--- src/rtl/noc_pkg.sv ---
// noc_pkg: shared NoC constants and the flit type.
// FLIT_W is the flit width. BUF_DEPTH is the input buffer depth and is also
// the upstream credit counter's reset value, so the two always match.
package noc_pkg;
    localparam int FLIT_W    = 32;
    localparam int BUF_DEPTH = 4;
    typedef logic [FLIT_W-1:0] flit_t;
endpackage

--- src/rtl/flit_buffer.sv ---
// flit_buffer: per-input-port show-ahead flit FIFO that returns one credit per pop.
// Ports:
//   clk, rst_n    clock and asynchronous active-low reset
//   flit_i        incoming flit
//   valid_i       flit_i is valid this cycle
//   rd_en_i       the switch consumes the head flit
//   flit_o        head flit, valid while empty_o is 0
//   empty_o       no flits are stored
//   full_o        DEPTH flits are stored
//   credit_o      registered one-cycle credit pulse for each pop
//   ovf_o         sticky overflow flag, present only when FLIT_BUF_ERR_EN is defined
module flit_buffer #(
    parameter int FLIT_W = noc_pkg::FLIT_W,
    parameter int DEPTH  = noc_pkg::BUF_DEPTH
) (
    input  logic              clk,
    input  logic              rst_n,
    input  logic [FLIT_W-1:0] flit_i,
    input  logic              valid_i,
    input  logic              rd_en_i,
    output logic [FLIT_W-1:0] flit_o,
    output logic              empty_o,
    output logic              full_o,
    output logic              credit_o
`ifdef FLIT_BUF_ERR_EN
    ,
    output logic              ovf_o
`endif
);
    localparam int AW = $clog2(DEPTH);
    localparam int CW = $clog2(DEPTH + 1);

    logic [FLIT_W-1:0] mem_q [DEPTH];
    logic [AW-1:0]     wr_ptr_q, wr_ptr_d, rd_ptr_q, rd_ptr_d;
    logic [CW-1:0]     count_q, count_d;
    logic              credit_q, credit_d;
    logic              push, pop;

    assign empty_o  = count_q == '0;
    assign full_o   = count_q == CW'(DEPTH);
    assign flit_o   = mem_q[rd_ptr_q];
    assign credit_o = credit_q;

    // When the buffer is full, a push is accepted only if a pop frees the slot in the same cycle.
    always_comb begin
        pop      = rd_en_i && !empty_o;
        push     = valid_i && (!full_o || pop);
        wr_ptr_d = push ? wr_ptr_q + AW'(1) : wr_ptr_q;
        rd_ptr_d = pop ? rd_ptr_q + AW'(1) : rd_ptr_q;
        count_d  = count_q + CW'(push) - CW'(pop);
        credit_d = pop;
    end

    always_ff @(posedge clk or negedge rst_n) begin
        if (!rst_n) begin
            wr_ptr_q <= '0;
            rd_ptr_q <= '0;
            count_q  <= '0;
            credit_q <= 1'b0;
        end else begin
            wr_ptr_q <= wr_ptr_d;
            rd_ptr_q <= rd_ptr_d;
            count_q  <= count_d;
            credit_q <= credit_d;
        end
    end

    // Storage has no reset: a pointer reset is enough to make stale data unreachable.
    always_ff @(posedge clk) begin
        if (push) mem_q[wr_ptr_q] <= flit_i;
    end

`ifdef FLIT_BUF_ERR_EN
    logic ovf_q, ovf_d;

    assign ovf_o = ovf_q;

    always_comb ovf_d = ovf_q || (valid_i && full_o && !pop);

    always_ff @(posedge clk or negedge rst_n) begin
        if (!rst_n) ovf_q <= 1'b0;
        else        ovf_q <= ovf_d;
    end
`endif
endmodule

--- config.mk ---
export PLATFORM = sky130hd
export DESIGN_NAME = flit_buffer
export DESIGN_NICKNAME = d
export VERILOG_FILES = /design/src/rtl/noc_pkg.sv /design/src/rtl/flit_buffer.sv
export SDC_FILE = /design/constraint.sdc
export NUM_CORES = 1
export LEC_CHECK = 0
export ABC_AREA = 1
export BUFFER_PORTS_ARGS = -buffer_cell sky130_fd_sc_hd__buf_2
export CORE_ASPECT_RATIO = 1.5
export CORE_MARGIN = 2
export CORE_UTILIZATION = 50
export CTS_BUF_LIST = sky130_fd_sc_hd__clkbuf_4 sky130_fd_sc_hd__clkbuf_8 sky130_fd_sc_hd__clkbuf_16
export DETAILED_ROUTE_END_ITERATION = 8
export GPL_TIMING_DRIVEN = 0
export PLACE_DENSITY = 0.74
export SYNTH_ARGS = -nofsm -noshare
export SYNTH_HDL_FRONTEND = slang
export SYNTH_SLANG_ARGS = --single-unit
--- constraint.sdc ---
create_clock -name clk -period 7.8 [get_ports clk]
set_clock_uncertainty 0.2 [all_clocks]
set_input_delay 1.17 -clock clk [delete_from_list [all_inputs] [get_ports clk]]
set_output_delay 1.17 -clock clk [all_outputs]
set_load 0.01 [all_outputs]
==> flow_metrics.env <==
export IMPL_status="finished clean"
export IMPL_rrSetupSlack_ns=5.72
export IMPL_antennaDiodeCount=0
export IMPL_yosysWarnings=0
export IMPL_crit_cells=5
export IMPL_crit_chain="inv_2 -> clkbuf_1 -> o21ai_1 -> o21ai_1 -> buf_2"
export IMPL_path_common_cell="o21ai_1"
export IMPL_die_area_um2=11400
export IMPL_nets=532
export IMPL_startpoint="rd_ptr_q[1]$_DFFE_PN0N_"
export IMPL_core_area_um2=10200
export IMPL_synth_ff_latch_count=136
export IMPL_grt_pass1_wl_mm=16.4
export IMPL_cp_top_family="buffers and inverters"
export IMPL_grt_total_usage_pct=20.1
export IMPL_initial_utilization_pct=51.6
export IMPL_wl_per_cell_um=16.5
export IMPL_r2r_cells=5
export IMPL_endpoint_kind="output pin"
export IMPL_p_int_uw=1730
export IMPL_stdcell_area_um2=6460
export IMPL_dr_pass1_iters=4
export IMPL_slew_headroom_pct=63.3
export IMPL_power_uw=2600
export IMPL_synthCells=397
export IMPL_nFillCells=742
export IMPL_p_leak_uw=0.00242
export IMPL_r2r_end="mem_q[2][27]$_DFFE_PP_"
export IMPL_power_density_nw_per_um2=402
export IMPL_setup_viol=0
export IMPL_p_sw_uw=874
export IMPL_seqPwrFrac_pct=38.1
export IMPL_clkPwrFrac_pct=28.1
export IMPL_critical_path_buf_inv_count=3
export IMPL_drv_cap=0
export IMPL_fmax_mhz=300
export IMPL_synthDistinctLibCells=17
export IMPL_vias=3361
export IMPL_io_buffers=70
export IMPL_crit_path_start_kind="flop"
export IMPL_wl_mm=10.6
export IMPL_htreeDepth=4
export IMPL_synth_nets=439
export IMPL_drt_initial_drc_count=272
export IMPL_cts_resized_gates=0
export IMPL_final_setup_tns_ns=0
export IMPL_swShare_pct=33.6
export IMPL_cts_tree="built"
export IMPL_post_cts_buffers=0
export IMPL_required_ns=6.43
export IMPL_multiInputGateArea_um2=1080
export IMPL_num_rows=45
export IMPL_ctsHoldBuffers=0
export IMPL_place_area_um2=5910
export IMPL_clk_latency_ns=0.41
export IMPL_viasPerCell=5.22
export IMPL_cts_clk_slew_worst_paths_ns=0.06
export IMPL_drive_gt1_share_pct=24.7
export IMPL_comb_power_share_pct=33.7
export IMPL_slowest_delay_ns=0.46
export IMPL_ir_worst_vdd_mv=0.278
export IMPL_area_delta_synth_final_pct=22.7
export IMPL_crit_path_end="flit_o[21]"
export IMPL_syn_avg_cell_area_um2=13.3
export IMPL_antenna_found_initial=0
export IMPL_seqCellArea_um2=4040
export IMPL_grt_overflow=0
export IMPL_cts_root_buf="clkbuf_16"
export IMPL_hpwl_mm=6.62
export IMPL_synth_area_um2=5260
export IMPL_die_h_um=130
export IMPL_grt_max_degree=27
export IMPL_ios=71
export IMPL_cp_slowest_cell="clkbuf_1"
export IMPL_clock_tree_buffer_depth=2
export IMPL_rsz0062_at_grt="no"
export IMPL_worstSetupPathType="flop to output pin"
export IMPL_cts_buffers=17
export IMPL_rr_startpoint="count_q[1]$_DFF_PN0_"
export IMPL_tightest_slew_ns=0.550
export IMPL_yosysSeqAreaShare_pct=76.8
export IMPL_post_route_period_util_pct=42.7
export IMPL_hold_class="flop to flop"
export IMPL_finalHoldViolCount=0
export IMPL_cts_sinks=136
export IMPL_drtAntennaViolNets=0
export IMPL_drv_slew=0
export IMPL_globalplace_congestion=0.784
export IMPL_worstPathArrival_ns=1.96
export IMPL_min_period_ns=3.33
export IMPL_grt_pass1_vias=3410
export IMPL_route_detailed_drc=0
export IMPL_die_x_um=87.8
export IMPL_crit_fanout=10
-- power groups by stage --
| stage | clock, uW | combinational [uW] | sequential, uW |
|---|---|---|---|
| 3_3_place_gp | 0 | 817 | 1010 |
| 5_1_grt | 774 | 962 | 1000 |
| 6_report | 731 | 877 | 991 |
| 3_5_place_dp | 0 | 878 | 1000 |
| 4_1_cts | 740 | 885 | 991 |
| 2_1_floorplan | 0 | 529 | 1000 |
-- tightest hold or removal path: stages (launching register included) --
cell and delay, ns:
dfrtp_1 0.39, nand2_1 0.07, nand2_1 0.05
-- logic make-up after synthesis --
kind of cell	share of synthesized area (%)
flops	76.8
compound gates	9.23
simple gates	8.89
buf+inv	3.14
xor+xnor	0.333
fa+ha+maj	1.57
-- sequential cells by signal (all words and copies together) (netlist names) --
name / flops
count_q: 3
credit_o: 1
mem_q: 128
rd_ptr_q: 2
wr_ptr_q: 2
-- Yosys cell counts --
library cell  number  area share, %
o21ai_0           10           0.95
buf_4              4           0.57
nand3_1            5           0.48
dfrtp_1            8            3.8
xnor2_1            2           0.33
buf_2             12            1.1
nand3b_1           1           0.14
clkbuf_1           3           0.21
edfxtp_1         128             73
inv_2              2           0.14
buf_6              1           0.21
fa_1               1           0.38
inv_1             12           0.86
nand2_1           15            1.1
o21ai_1           87            8.3
ha_1               5            1.2
nor2_1           101            7.2
-- layer usage --
metal / global-route usage [%] / vias to the layer above / part of all wire (%)
li1: - / 1595 / -
met1: 22.6 / 1626 / 39
met2: 34.2 / 117 / 53
met3: 6.37 / 23 / 6.4
met4: 9.77 / 0 / 2.1
met5: 0 / - / 0
-- cell type report --
type	instances	share of cell area [%]
inverters	14	0.814
flip-flops and latches	136	62.6
clock inverters	13	1.72
clock buffers	19	6.82
plain buffers	20	1.74
well taps	141	2.73
repair buffers	74	6.78
multi-input cells	227	16.8
-- through the flow --
stage | hold WS [ns] | worst slack [ns] | cells | util [%]
2_1_floorplan | 0.279 | 4.39 | 397 | -
3_3_place_gp | 0.293 | 3.20 | 608 | 56.8
3_5_place_dp | 0.329 | 4.83 | 612 | 58.0
4_1_cts | 0.342 | 4.44 | 644 | 63.4
5_1_grt | 0.354 | 4.33 | 644 | 63.4
6_report | 0.342 | 4.47 | 644 | 63.4
-- cells in the final DEF, fill, tap and decap left out, drive strengths merged --
master / count
ha: 5
buf: 91
fa: 1
nand3b: 1
nand2: 15
clkbuf: 22
nor2: 101
edfxtp: 128
o21ai: 97
clkinvlp: 1
bufinv: 2
clkinv: 10
dfrtp: 8
inv: 14
nand3: 5
xnor2: 2
-- how the worst min path moves through the flow --
stage | start | depth (start not counted) | slack [ns] | endpoint
after floorplan | count_q[0]$_DFF_PN0_ | 1 | 0.28 | count_q[0]$_DFF_PN0_
after global placement | count_q[0]$_DFF_PN0_ | 1 | 0.29 | count_q[0]$_DFF_PN0_
after detailed placement | wr_ptr_q[1]$_DFFE_PN0P_ | 2 | 0.33 | wr_ptr_q[1]$_DFFE_PN0P_
after CTS | wr_ptr_q[1]$_DFFE_PN0P_ | 2 | 0.34 | wr_ptr_q[1]$_DFFE_PN0P_
after global routing | count_q[0]$_DFF_PN0_ | 1 | 0.35 | count_q[0]$_DFF_PN0_
final | wr_ptr_q[1]$_DFFE_PN0P_ | 2 | 0.34 | wr_ptr_q[1]$_DFFE_PN0P_
Power figures use the tool's default switching activity.
